**src/rtl/bcd_pkg.sv**
```systemverilog
// bcd_pkg: shared FSM states, BCD digit type, default sync word and digit validity helper
package bcd_pkg;
  typedef enum logic [2:0] {HUNT, OPCODE, LOAD_A, LOAD_B, COMPUTE, DONE} state_t;
  typedef logic [3:0] bcd_digit_t;
  localparam logic [7:0] SYNC_DEFAULT = 8'b01011010;
  function automatic logic has_bad_digit(input logic [31:0] v);
    has_bad_digit = 1'b0;
    for (int i = 0; i < 8; i++) has_bad_digit |= v[4*i+:4] > 4'd9;
  endfunction
endpackage

```
**src/rtl/bcd_digit_adder.sv**
```systemverilog
// bcd_digit_adder: combinational single-digit BCD add with carry in/out
module bcd_digit_adder
  import bcd_pkg::*;
(
  input  bcd_digit_t a,
  input  bcd_digit_t b,
  input  logic       cin,
  output bcd_digit_t sum,
  output logic       cout
);
  logic [4:0] s;
  assign s    = {1'b0, a} + {1'b0, b} + {4'b0, cin};
  assign cout = s > 5'd9;
  assign sum  = cout ? s[3:0] + 4'd6 : s[3:0];
endmodule

```
**src/rtl/bcd_serial_alu.sv**
```systemverilog
// bcd_serial_alu: serial-framed BCD add/sub with sync hunt, digit-serial compute and ready/valid output
module bcd_serial_alu
  import bcd_pkg::*;
#(
  parameter int                DIGITS       = 4,
  parameter int                SYNC_W       = 8,
  parameter logic [SYNC_W-1:0] SYNC_PATTERN = SYNC_W'(SYNC_DEFAULT)
) (
  input  logic                clk,
  input  logic                reset_n,
  input  logic                din,
  input  logic                din_valid,
  output logic                din_ready,
  output logic [4*DIGITS-1:0] result,
  output logic                carry_out,
  output logic                digit_err,
  output logic                op_sub,
  output logic                out_valid,
  input  logic                out_ready
);
  localparam int W  = 4 * DIGITS;
  localparam int CW = $clog2(W);
  state_t state, state_d;
  logic [SYNC_W-1:0] win, win_d;
  logic [CW-1:0] cnt;
  logic [W-1:0] a, b, acc, acc_d;
  logic opc, c, cout, take, last_bit, last_dig;
  bcd_digit_t b_dig, sum;
  assign din_ready = state inside {HUNT, OPCODE, LOAD_A, LOAD_B};
  assign out_valid = state == DONE;
  assign take      = din_valid && din_ready;
  assign win_d     = SYNC_W'({win, din});
  assign last_bit  = cnt == CW'(W - 1);
  assign last_dig  = cnt == CW'(DIGITS - 1);
  assign b_dig     = opc ? 4'd9 - b[3:0] : b[3:0];
  assign acc_d     = W'({sum, acc} >> 4);
  bcd_digit_adder u_add (.a(a[3:0]), .b(b_dig), .cin(c), .sum(sum), .cout(cout));
  always_comb begin
    state_d = state;
    case (state)
      HUNT:    if (take && win_d == SYNC_PATTERN) state_d = OPCODE;
      OPCODE:  if (take) state_d = LOAD_A;
      LOAD_A:  if (take && last_bit) state_d = LOAD_B;
      LOAD_B:  if (take && last_bit) state_d = COMPUTE;
      COMPUTE: if (last_dig) state_d = DONE;
      DONE:    if (out_ready) state_d = HUNT;
      default: state_d = HUNT;
    endcase
  end
  always_ff @(posedge clk or negedge reset_n)
    if (!reset_n) state <= HUNT;
    else state <= state_d;
  // operands rotate one digit per compute cycle so digit 0 always sits in [3:0]
  always_ff @(posedge clk or negedge reset_n) begin
    if (!reset_n) begin
      win       <= '0;
      cnt       <= '0;
      a         <= '0;
      b         <= '0;
      acc       <= '0;
      opc       <= 1'b0;
      c         <= 1'b0;
      result    <= '0;
      carry_out <= 1'b0;
      digit_err <= 1'b0;
      op_sub    <= 1'b0;
    end else begin
      case (state)
        HUNT:   if (take) win <= win_d;
        OPCODE: if (take) opc <= din;
        LOAD_A: if (take) begin
          a   <= W'({a, din});
          cnt <= last_bit ? '0 : cnt + CW'(1);
        end
        LOAD_B: if (take) begin
          b   <= W'({b, din});
          cnt <= last_bit ? '0 : cnt + CW'(1);
          c   <= opc;
        end
        COMPUTE: begin
          a   <= W'({a, a} >> 4);
          b   <= W'({b, b} >> 4);
          acc <= acc_d;
          c   <= cout;
          cnt <= last_dig ? '0 : cnt + CW'(1);
          if (last_dig) begin
            result    <= acc_d;
            carry_out <= cout ^ opc;
            digit_err <= has_bad_digit(32'(a)) | has_bad_digit(32'(b));
            op_sub    <= opc;
          end
        end
        DONE:    if (out_ready) win <= '0;
        default: ;
      endcase
    end
  end
endmodule

```
**config.mk**
```make
export PLATFORM = sky130hd
export DESIGN_NAME = bcd_serial_alu
export DESIGN_NICKNAME = d
export VERILOG_FILES = /design/src/rtl/bcd_pkg.sv /design/src/rtl/bcd_digit_adder.sv /design/src/rtl/bcd_serial_alu.sv
export SDC_FILE = /design/constraint.sdc
export NUM_CORES = 1
export LEC_CHECK = 0
export BUFFER_PORTS_ARGS = -buffer_cell sky130_fd_sc_hd__buf_2
export CORE_UTILIZATION = 54
export DETAILED_ROUTE_END_ITERATION = 10
export PLACE_DENSITY = 0.86
export SYNTH_ARGS = -nofsm -noshare
export SYNTH_HDL_FRONTEND = slang
export SYNTH_SLANG_ARGS = --single-unit
```
**constraint.sdc**
```tcl
create_clock -name clk -period 2.9 [get_ports clk]
set_clock_uncertainty 0.2 [all_clocks]
set_input_delay 0 -clock clk [delete_from_list [all_inputs] [get_ports clk]]
set_output_delay 0 -clock clk [all_outputs]
set_load 0.01 [all_outputs]
```
==> results.json, run 1 <==
{
  "grt_pass1_wl_microns": 12600,
  "drive_above_1_share_pct": 17.44,
  "fin_util_pct": 64.14,
  "drc_errors": 0,
  "ant_nets": 0,
  "grt-ovfl-total": 0,
  "diodes": 0,
  "fillerInstances": 503,
  "netlist_top_cells_area": "dfrtp_1 (52%), nand2_1 (11%), mux2i_1 (8.2%)",
  "hold_violations": 0,
  "async_flop_share_pct": 100.0,
  "synth_compound_area_share_pct": 13.70,
  "mostFrequentLayoutCells": "nand2_1 (113), dfrtp_1 (79), o21ai_0 (48), mux2i_1 (31), buf_2 (24)",
  "yosys.area_share.simple_pct": 17.04,
  "final_common_cell": "nand2_1",
  "syn_to_final_growth_pct": 15.25,
  "startpoint_type": "register",
  "finalCriticalPeriod_ns": 2.856,
  "leakagePower_nw": 2.022,
  "fp.dieArea_sq_um": 7341,
  "place_inst": 500,
  "worstSetupPathType": "register to register",
  "h-tree-depth": 3,
  "finalWirelength_microns": 7893,
  "ys_seq_area_share_pct": 52.28,
  "setup_viol": 0,
  "cp_max_fo": 4,
  "slew_violations": 0,
  "synth_top_family_by_area": "simple AND/OR/NAND/NOR gates",
  "port_buffers": 25,
  "whs_ns": 0.1258,
  "grt_max_degree": 80,
  "critical_path_arrival_ns": 2.90,
  "required_ns": 2.94,
  "clk_path_buf_depth": 2,
  "maxCapViolCount": 0,
  "yosysTopAreaCellShare_pct": 52.28,
  "die_h_microns": 85.68,
  "synthMuxAreaShare_pct": 9.696,
  "max_freq_mhz": 350.1,
  "mappedNetlistArea_sq_um": 3781,
  "die_x_microns": 85.68,
  "place_congestion": 0.8826,
  "drt-pass1-iter-count": 4,
  "synth.avg_cell_area_sq_um": 9.670,
  "fin_crit_sh_pct": 98.48,
  "r2r-start": "b[0]",
  "fin_nets": 438,
  "fin_area_sq_um": 4358,
  "synthAdderAreaFrac_pct": 3.044,
  "start_util_pct": 55.65,
  "via_per_inst": 5.593,
  "path_clk_slew_ns": 0.09,
  "place_ws_ns": 0.0006559,
  "antenna_found_initial": 0,
  "synth_cells": 391,
  "insertion_delay_ns": 0.36,
  "cts.sinks": 79,
  "r2r_cells": 9,
  "p_total_mw": 5.453,
  "synth_top_area_cell": "dfrtp_1",
  "rows": 30,
  "syn_nets": 404,
  "grt_pass1_vias": 2769,
  "p_per_area_nw_per_um2": 1251,
  "io-pin-count": 26,
  "r2r_end": "result[13]",
  "dp_hpwl_microns": 4950,
  "yosys_warnings": 0,
  "ff2ff_setup_slack_ns": 0.04,
  "wl_per_cell_microns": 15.01,
  "cts_buffers": 9,
  "fin_cells": 526,
  "ys.flop_type": "dfrtp_1",
  "core_sq_um": 6794,
  "drt_iter0_drc": 218,
  "ys_ff_latch": 79,
  "synth_xor_area_share_pct": 0.9265,
  "finalSetupTns_ns": 0,
  "cts_root_buffer": "clkbuf_8",
  "dpl_cell_area_sq_um": 4000,
  "cts_tree": "done",
  "status": "complete, no violations",
  "tightestPinTransition_ns": 0.9592,
  "slew_headroom_pct": 36.05,
  "ys_types": 51,
  "grtUsageTotal_pct": 22.08,
  "vias": 2942,
  "synth_edf_count": 0,
  "timing.final.ws_setup_ns": 0.04399,
  "min_path_type": "input port to async pin",
  "vdd_drop_max_uv": 458.0,
  "crit_path_end_kind": "register"
}
## synth_stat cells (2+ instances only)
library cell    n
and2_1          2
and3_1          2
xnor2_1         3
dfrtp_1        79
buf_4           2
nand2_1       113
a22o_1          7
nand3_1         3
a21oi_1        11
nand3b_1        2
ha_1            6
mux2i_1        31
mux2_2          5
nor3_1          2
a31oi_1         4
nor2_1         11
o21ai_0        49
a41oi_1         2
nor3b_1         2
nand4_1         2
inv_1           8
buf_2           4
clkbuf_1       12
fa_1            2
## timing repair
action / CTS / global route
hold buffers: 4 / 0
endpoints found under the setup margin: 2 / 5
pin swaps: 1 / 9
setup buffers: 0 / 6
endpoints found under the hold margin: 86 / 0
gates resized for setup: 1 / 14
## logic make-up (layout without fill, tap and decap cells)
family                   Yosys count  after routing
XOR/XNOR                           4              4
flip-flops                        79             79
multiplexers                      36             36
AND/OR/NAND/NOR                  150            150
buffers and inverters             28             67
adder cells (fa/ha/maj)            8              8
AO/OA/AOI/OAI                     86             86
## worst max-delay path, cell delays in order, from the launching register on
cell     delay, ns
dfrtp_1       0.44
xnor2_2       0.17
fa_2          0.38
inv_2         0.08
fa_2          0.47
buf_4         0.15
nor3b_2       0.20
o41a_1        0.24
o21ai_1       0.11
mux2_2        0.28
## flip-flops by register name, indices dropped and copies added, names as in the netlist
| name | cells |
|---|---|
| a | 16 |
| c | 1 |
| opc | 1 |
| carry_out | 1 |
| state | 3 |
| result | 16 |
| win | 7 |
| op_sub | 1 |
| cnt | 4 |
| digit_err | 1 |
| acc | 12 |
| b | 16 |
## report_power, final
group	switching, mW	internal, mW
Combinational	1.38	1.22
Sequential	0.434	1.49
Clock	0.434	0.495
Total	2.25	3.20
## layout make-up
type / instances / area, sq um / share of cell area, %
clock buffers: 9 / 123.9 / 2.842
clock inverters: 7 / 103.9 / 2.383
inverters: 8 / 30.03 / 0.6891
multi-input cells: 284 / 1730 / 39.71
flip-flops and latches: 79 / 1977 / 45.36
well taps: 96 / 120.1 / 2.756
repair buffers: 43 / 272.8 / 6.259
## per-layer routing
metal	global-route usage (%)	share of wire, %	vias up
li1	-	-	1414
met1	27.73	44	1432
met2	36.87	50	77
met3	5.967	4.6	19
met4	8.030	1.8	0
met5	0	0	-
## how the worst max path moves through the flow
stage,slack [ns],to,from
after floorplan,0.02,acc[14],opc
after global placement,0.12,result[14],b[0]
after detailed placement,0.0007,result[14],b[0]
after CTS,0.02,acc[14],b[0]
after global routing,-0.05,result[14],b[0]
final,0.04,result[13],b[0]
Power figures use the tool's default switching activity.
==> inputs of run 2 (changes only) <==
--- a/config.mk
+++ b/config.mk
@@ -8,7 +8,7 @@
 export BUFFER_PORTS_ARGS = -buffer_cell sky130_fd_sc_hd__buf_2
 export CORE_UTILIZATION = 54
 export DETAILED_ROUTE_END_ITERATION = 10
-export PLACE_DENSITY = 0.86
+export PLACE_DENSITY_LB_ADDON = 0.25
 export SYNTH_ARGS = -nofsm -noshare
 export SYNTH_HDL_FRONTEND = slang
 export SYNTH_SLANG_ARGS = --single-unit
==> run 2 against run 1 <==
Compared with the run above:
- via count shrank 2.2%
- cell count fell by 0.38%
- highest routed layer unchanged
- die area did not move
- core utilization down 0.29 points
- critical path type unchanged
- maximum frequency grew 2.3%
==> results.json, run 2 (synthesized netlist as in run 1, its figures left out) <==
{
  "status": "complete, no violations",
  "hold_violations": 0,
  "min_path_type": "input port to async pin",
  "grt_pass1_vias": 2691,
  "fin_crit_sh_pct": 96.23,
  "drc_errors": 0,
  "grtUsageTotal_pct": 21.40,
  "fin_cells": 524,
  "critical_path_arrival_ns": 2.85,
  "slew_violations": 0,
  "p_total_mw": 5.133,
  "grt-ovfl-total": 0,
  "path_clk_slew_ns": 0.08,
  "io-pin-count": 26,
  "finalWirelength_microns": 7343,
  "startpoint_type": "register",
  "tightestPinTransition_ns": 0.9704,
  "finalCriticalPeriod_ns": 2.791,
  "clk_path_buf_depth": 2,
  "grt_max_degree": 80,
  "cp_max_fo": 4,
  "place_congestion": 0.8508,
  "leakagePower_nw": 2.016,
  "dp_hpwl_microns": 4865,
  "grt_pass1_wl_microns": 12370,
  "vias": 2877,
  "fin_nets": 436,
  "port_buffers": 25,
  "via_per_inst": 5.490,
  "cts_root_buffer": "clkbuf_8",
  "die_x_microns": 85.68,
  "insertion_delay_ns": 0.34,
  "max_freq_mhz": 358.3,
  "syn_to_final_growth_pct": 14.73,
  "wl_per_cell_microns": 14.01,
  "final_common_cell": "nand2_1",
  "drive_above_1_share_pct": 16.12,
  "mostFrequentLayoutCells": "nand2_1 (113), dfrtp_1 (79), o21ai_0 (48), mux2i_1 (31), buf_2 (24)",
  "required_ns": 2.96,
  "finalSetupTns_ns": 0,
  "place_inst": 501,
  "p_per_area_nw_per_um2": 1183,
  "core_sq_um": 6794,
  "diodes": 0,
  "cts_tree": "done",
  "drt_iter0_drc": 180,
  "rows": 30,
  "slew_headroom_pct": 35.31,
  "fp.dieArea_sq_um": 7341,
  "cts.sinks": 79,
  "antenna_found_initial": 0,
  "die_h_microns": 85.68,
  "worstSetupPathType": "register to register",
  "reg_top3": "a (16), b (16), result (16)",
  "start_util_pct": 55.65,
  "drt-pass1-iter-count": 4,
  "cts_buffers": 9,
  "vdd_drop_max_uv": 474.0,
  "setup_viol": 0,
  "maxCapViolCount": 0,
  "h-tree-depth": 3,
  "ant_nets": 0,
  "crit_path_end_kind": "register"
}
-- run 2: final cells by class --
class                           instances  area, sq um
Clock buffer                           11        151.4
Fill cell                             558         2456
Timing Repair Buffer                   41        257.7
Inverter                                8        30.03
Multi-Input combinational cell        284         1722
Sequential cell                        79         1977
Tap cell                               96        120.1
Clock inverter                          5        80.08
-- run 2: critical path, stage by stage (launching register included) --
cell	delay [ns]
dfrtp_1	0.41
xnor2_2	0.18
fa_1	0.20
inv_1	0.07
fa_2	0.56
inv_1	0.05
ha_2	0.18
o41a_1	0.42
or2_1	0.26
a31oi_1	0.18
-- run 2: timing repair --
item                                    in CTS  in global routing
hold buffers                                 4                  0
hold endpoints to repair                    86                  0
buffers inserted                             0                  3
endpoints found under the setup margin       0                  7
gates resized for setup                      0                 11
-- run 2: metal layers --
metal  routed length, microns  part of all wire (%)  track usage [%]
met2                     3537                    48            33.89
met4                      101                   1.4            9.394
met3                      149                   2.0            3.176
met5                        0                     0                0
met1                     3554                    48            29.55
-- run 2: worst paths after layout --
check | to | slack (ns) | depth (start not counted) | start
hold / removal | carry_out | 0.16 | 2 | reset_n
setup / recovery | result[14] | 0.11 | 9 | b[0]
max in group asynchronous | win[6] | 1.72 | 2 | reset_n
hold reg to reg | result[0] | 0.26 | 2 | acc[4]
min in group clk | result[0] | 0.26 | 2 | acc[4]
setup reg to reg | result[14] | 0.11 | 9 | b[0]
-- run 2: stage by stage --
| step | instance area [sq um] | hold slack [ns] | worst slack (ns) | util [%] |
|---|---|---|---|---|
| after floorplan | 3781 | -0.4956 | 0.01854 | - |
| after global placement | 4008 | 0.01369 | 0.1363 | 58.99 |
| after detailed placement | 4008 | 0.02071 | 0.04923 | 58.99 |
| after CTS | 4279 | 0.1986 | 0.008231 | 62.98 |
| after global routing | 4338 | 0.2663 | -0.01323 | 63.85 |
| final | 4338 | 0.1617 | 0.1093 | 63.85 |
-- run 2: report_power, final --
part | internal (mW) | switching [mW]
clock network | 0.530 | 0.386
registers | 1.49 | 0.422
logic | 1.11 | 1.20
total | 3.13 | 2.01
==> inputs of run 3 (changes only) <==
--- a/config.mk
+++ b/config.mk
@@ -6,6 +6,7 @@
 export NUM_CORES = 1
 export LEC_CHECK = 0
 export BUFFER_PORTS_ARGS = -buffer_cell sky130_fd_sc_hd__buf_2
+export CORE_ASPECT_RATIO = 1.2
 export CORE_UTILIZATION = 54
 export DETAILED_ROUTE_END_ITERATION = 10
 export PLACE_DENSITY_LB_ADDON = 0.25
==> run 3 against run 2 <==
Compared with the run above:
- sequential share of layout area is 0.78 points higher
- largest power group unchanged
- maximum frequency increased by 0.30%
- non-clock buffer count shrank 4
- largest cell class unchanged
- critical endpoint is now acc[14]
- final area decreased by 1.7%
==> results.json, run 3 (synthesized netlist as in run 1, its figures left out) <==
{
  "status": "complete, no violations",
  "hold_violations": 0,
  "tightestPinTransition_ns": 0.9672,
  "r2r_cells": 9,
  "switching_share_pct": 39.66,
  "cp-endpoint": "acc[14]",
  "slew_headroom_pct": 35.52,
  "path_cells": "xnor2_2 -> fa_2 -> inv_1 -> fa_1 -> xnor2_2 -> nor3b_2 -> o41a_1 -> or2_1 -> a31oi_1",
  "place_inst": 491,
  "slew_violations": 0,
  "drive_above_1_share_pct": 14.62,
  "fp.dieArea_sq_um": 7342,
  "cts_tree": "done",
  "p_switching_mw": 1.944,
  "drt_iter0_drc": 131,
  "critical_path_arrival_ns": 2.85,
  "finalSetupTns_ns": 0,
  "grtUsageTotal_pct": 20.91,
  "crit_top_cell": "xnor2_2",
  "finalWirelength_microns": 7022,
  "diodes": 0,
  "final_common_cell": "nand2_1",
  "cts_root_buffer": "clkbuf_8",
  "fin_nets": 432,
  "clk_path_buf_depth": 2,
  "ff2ff_setup_slack_ns": 0.12,
  "h-tree-depth": 3,
  "syn_to_final_growth_pct": 12.81,
  "fin_area_sq_um": 4265,
  "worstSetupPathType": "register to register",
  "drc_errors": 0,
  "wl_per_cell_microns": 13.74,
  "crit_path_end_kind": "register",
  "die_h_microns": 93.67,
  "vias": 2764,
  "max_freq_mhz": 359.4,
  "fin_crit_sh_pct": 95.94,
  "via_per_inst": 5.409,
  "ant_nets": 0,
  "grt_pass1_vias": 2611,
  "path_clk_slew_ns": 0.08,
  "finalCriticalPeriod_ns": 2.782,
  "fin_util_pct": 62.61,
  "r2r_end": "acc[14]",
  "core_sq_um": 6813,
  "fillerInstances": 581,
  "fin_cells": 511,
  "vdd_drop_max_uv": 557.6,
  "setup_viol": 0,
  "seq_power_share_pct": 38.7,
  "cts_buffers": 9,
  "p_total_mw": 4.901,
  "grt_pass1_wl_microns": 11990,
  "grt-ovfl-total": 0,
  "startpoint_type": "register",
  "start_util_pct": 55.50,
  "dpl_cell_area_sq_um": 4001,
  "cts.sinks": 79,
  "leakagePower_nw": 1.990,
  "r2r-start": "b[0]",
  "place_congestion": 0.8272,
  "crit_path_start": "b[0]",
  "crit_slowest_cell": "o41a_1",
  "rows": 33,
  "maxCapViolCount": 0,
  "antenna_found_initial": 0,
  "cts_setup_buffers": 0,
  "required_ns": 2.96,
  "rsz0062_at_grt": "false",
  "io-pin-count": 26,
  "cp_max_fo": 4,
  "p_per_area_nw_per_um2": 1149,
  "grt_max_degree": 80,
  "port_buffers": 25,
  "drt-pass1-iter-count": 5,
  "mostFrequentLayoutCells": "nand2_1 (113), dfrtp_1 (79), o21ai_0 (48), mux2i_1 (31), buf_2 (24)",
  "p_int_mw": 2.957,
  "die_x_microns": 78.39,
  "p_clk_share_pct": 15.8,
  "insertion_delay_ns": 0.34,
  "reg_top3": "a (16), b (16), result (16)",
  "dp_hpwl_microns": 4731,
  "critical_path.max_stage_delay_ns": 0.48,
  "min_path_type": "input port to async pin",
  "combPwrFrac_pct": 45.5
}
## run 3: through the flow
step	hold WS, ns	setup slack [ns]
final	0.1455	0.1177
after global routing	0.2449	0.004056
after CTS	0.1884	0.03432
after detailed placement	0.01895	0.05647
after global placement	0.01684	0.1356
after floorplan	-0.4956	0.01854
## run 3: area by class of cell
type | count | area (sq um) | share of cell area [%]
Clock buffer | 14 | 182.7 | 4.283
Tap cell | 87 | 108.9 | 2.552
Inverter | 8 | 30.03 | 0.7040
Clock inverter | 2 | 12.51 | 0.2933
Multi-Input combinational cell | 284 | 1714 | 40.19
Timing Repair Buffer | 37 | 240.2 | 5.632
Sequential cell | 79 | 1977 | 46.35
## run 3: worst min path at each step
stage | start | to | slack, ns
finish | reset_n | result[6] | 0.15
global route | reset_n | result[6] | 0.24
CTS | reset_n | result[6] | 0.19
detailed placement | reset_n | result[6] | 0.02
global placement | reset_n | result[6] | 0.02
floorplan | reset_n | a[0] | -0.50
## run 3: timing repair
item	in CTS	in global routing
endpoints found under the hold margin	86	0
hold buffers	4	0
gates resized for setup	0	8
setup endpoints to repair	0	7
## run 3: power by group through the flow
stage          clock, mW  combinational, mW  sequential (mW)
2_1_floorplan          0               1.67             1.77
3_3_place_gp           0               2.02             1.90
3_5_place_dp           0               2.12             1.91
4_1_cts            0.801               2.14             1.89
5_1_grt            0.842               2.52             1.96
6_report           0.774               2.23             1.90
## run 3: critical path, delay by kind of cell (launching register included)
kind	cells	cell delay, ns
adders and majority gates	2	0.65
AOI/OAI and AO/OA	2	0.63
and+or+nand+nor	2	0.41
DFF	1	0.41
xor gates and xnor gates	2	0.35
buffers and inverters	1	0.06
## run 3: routing by layer
metal / GRT usage (%) / vias to the layer above / wire length (microns)
met2: 33.63 / 44 / 3396
met4: 10.80 / 0 / 163
met5: 0 / - / 0
met3: 3.592 / 13 / 167
met1: 27.11 / 1304 / 3295
li1: - / 1403 / -
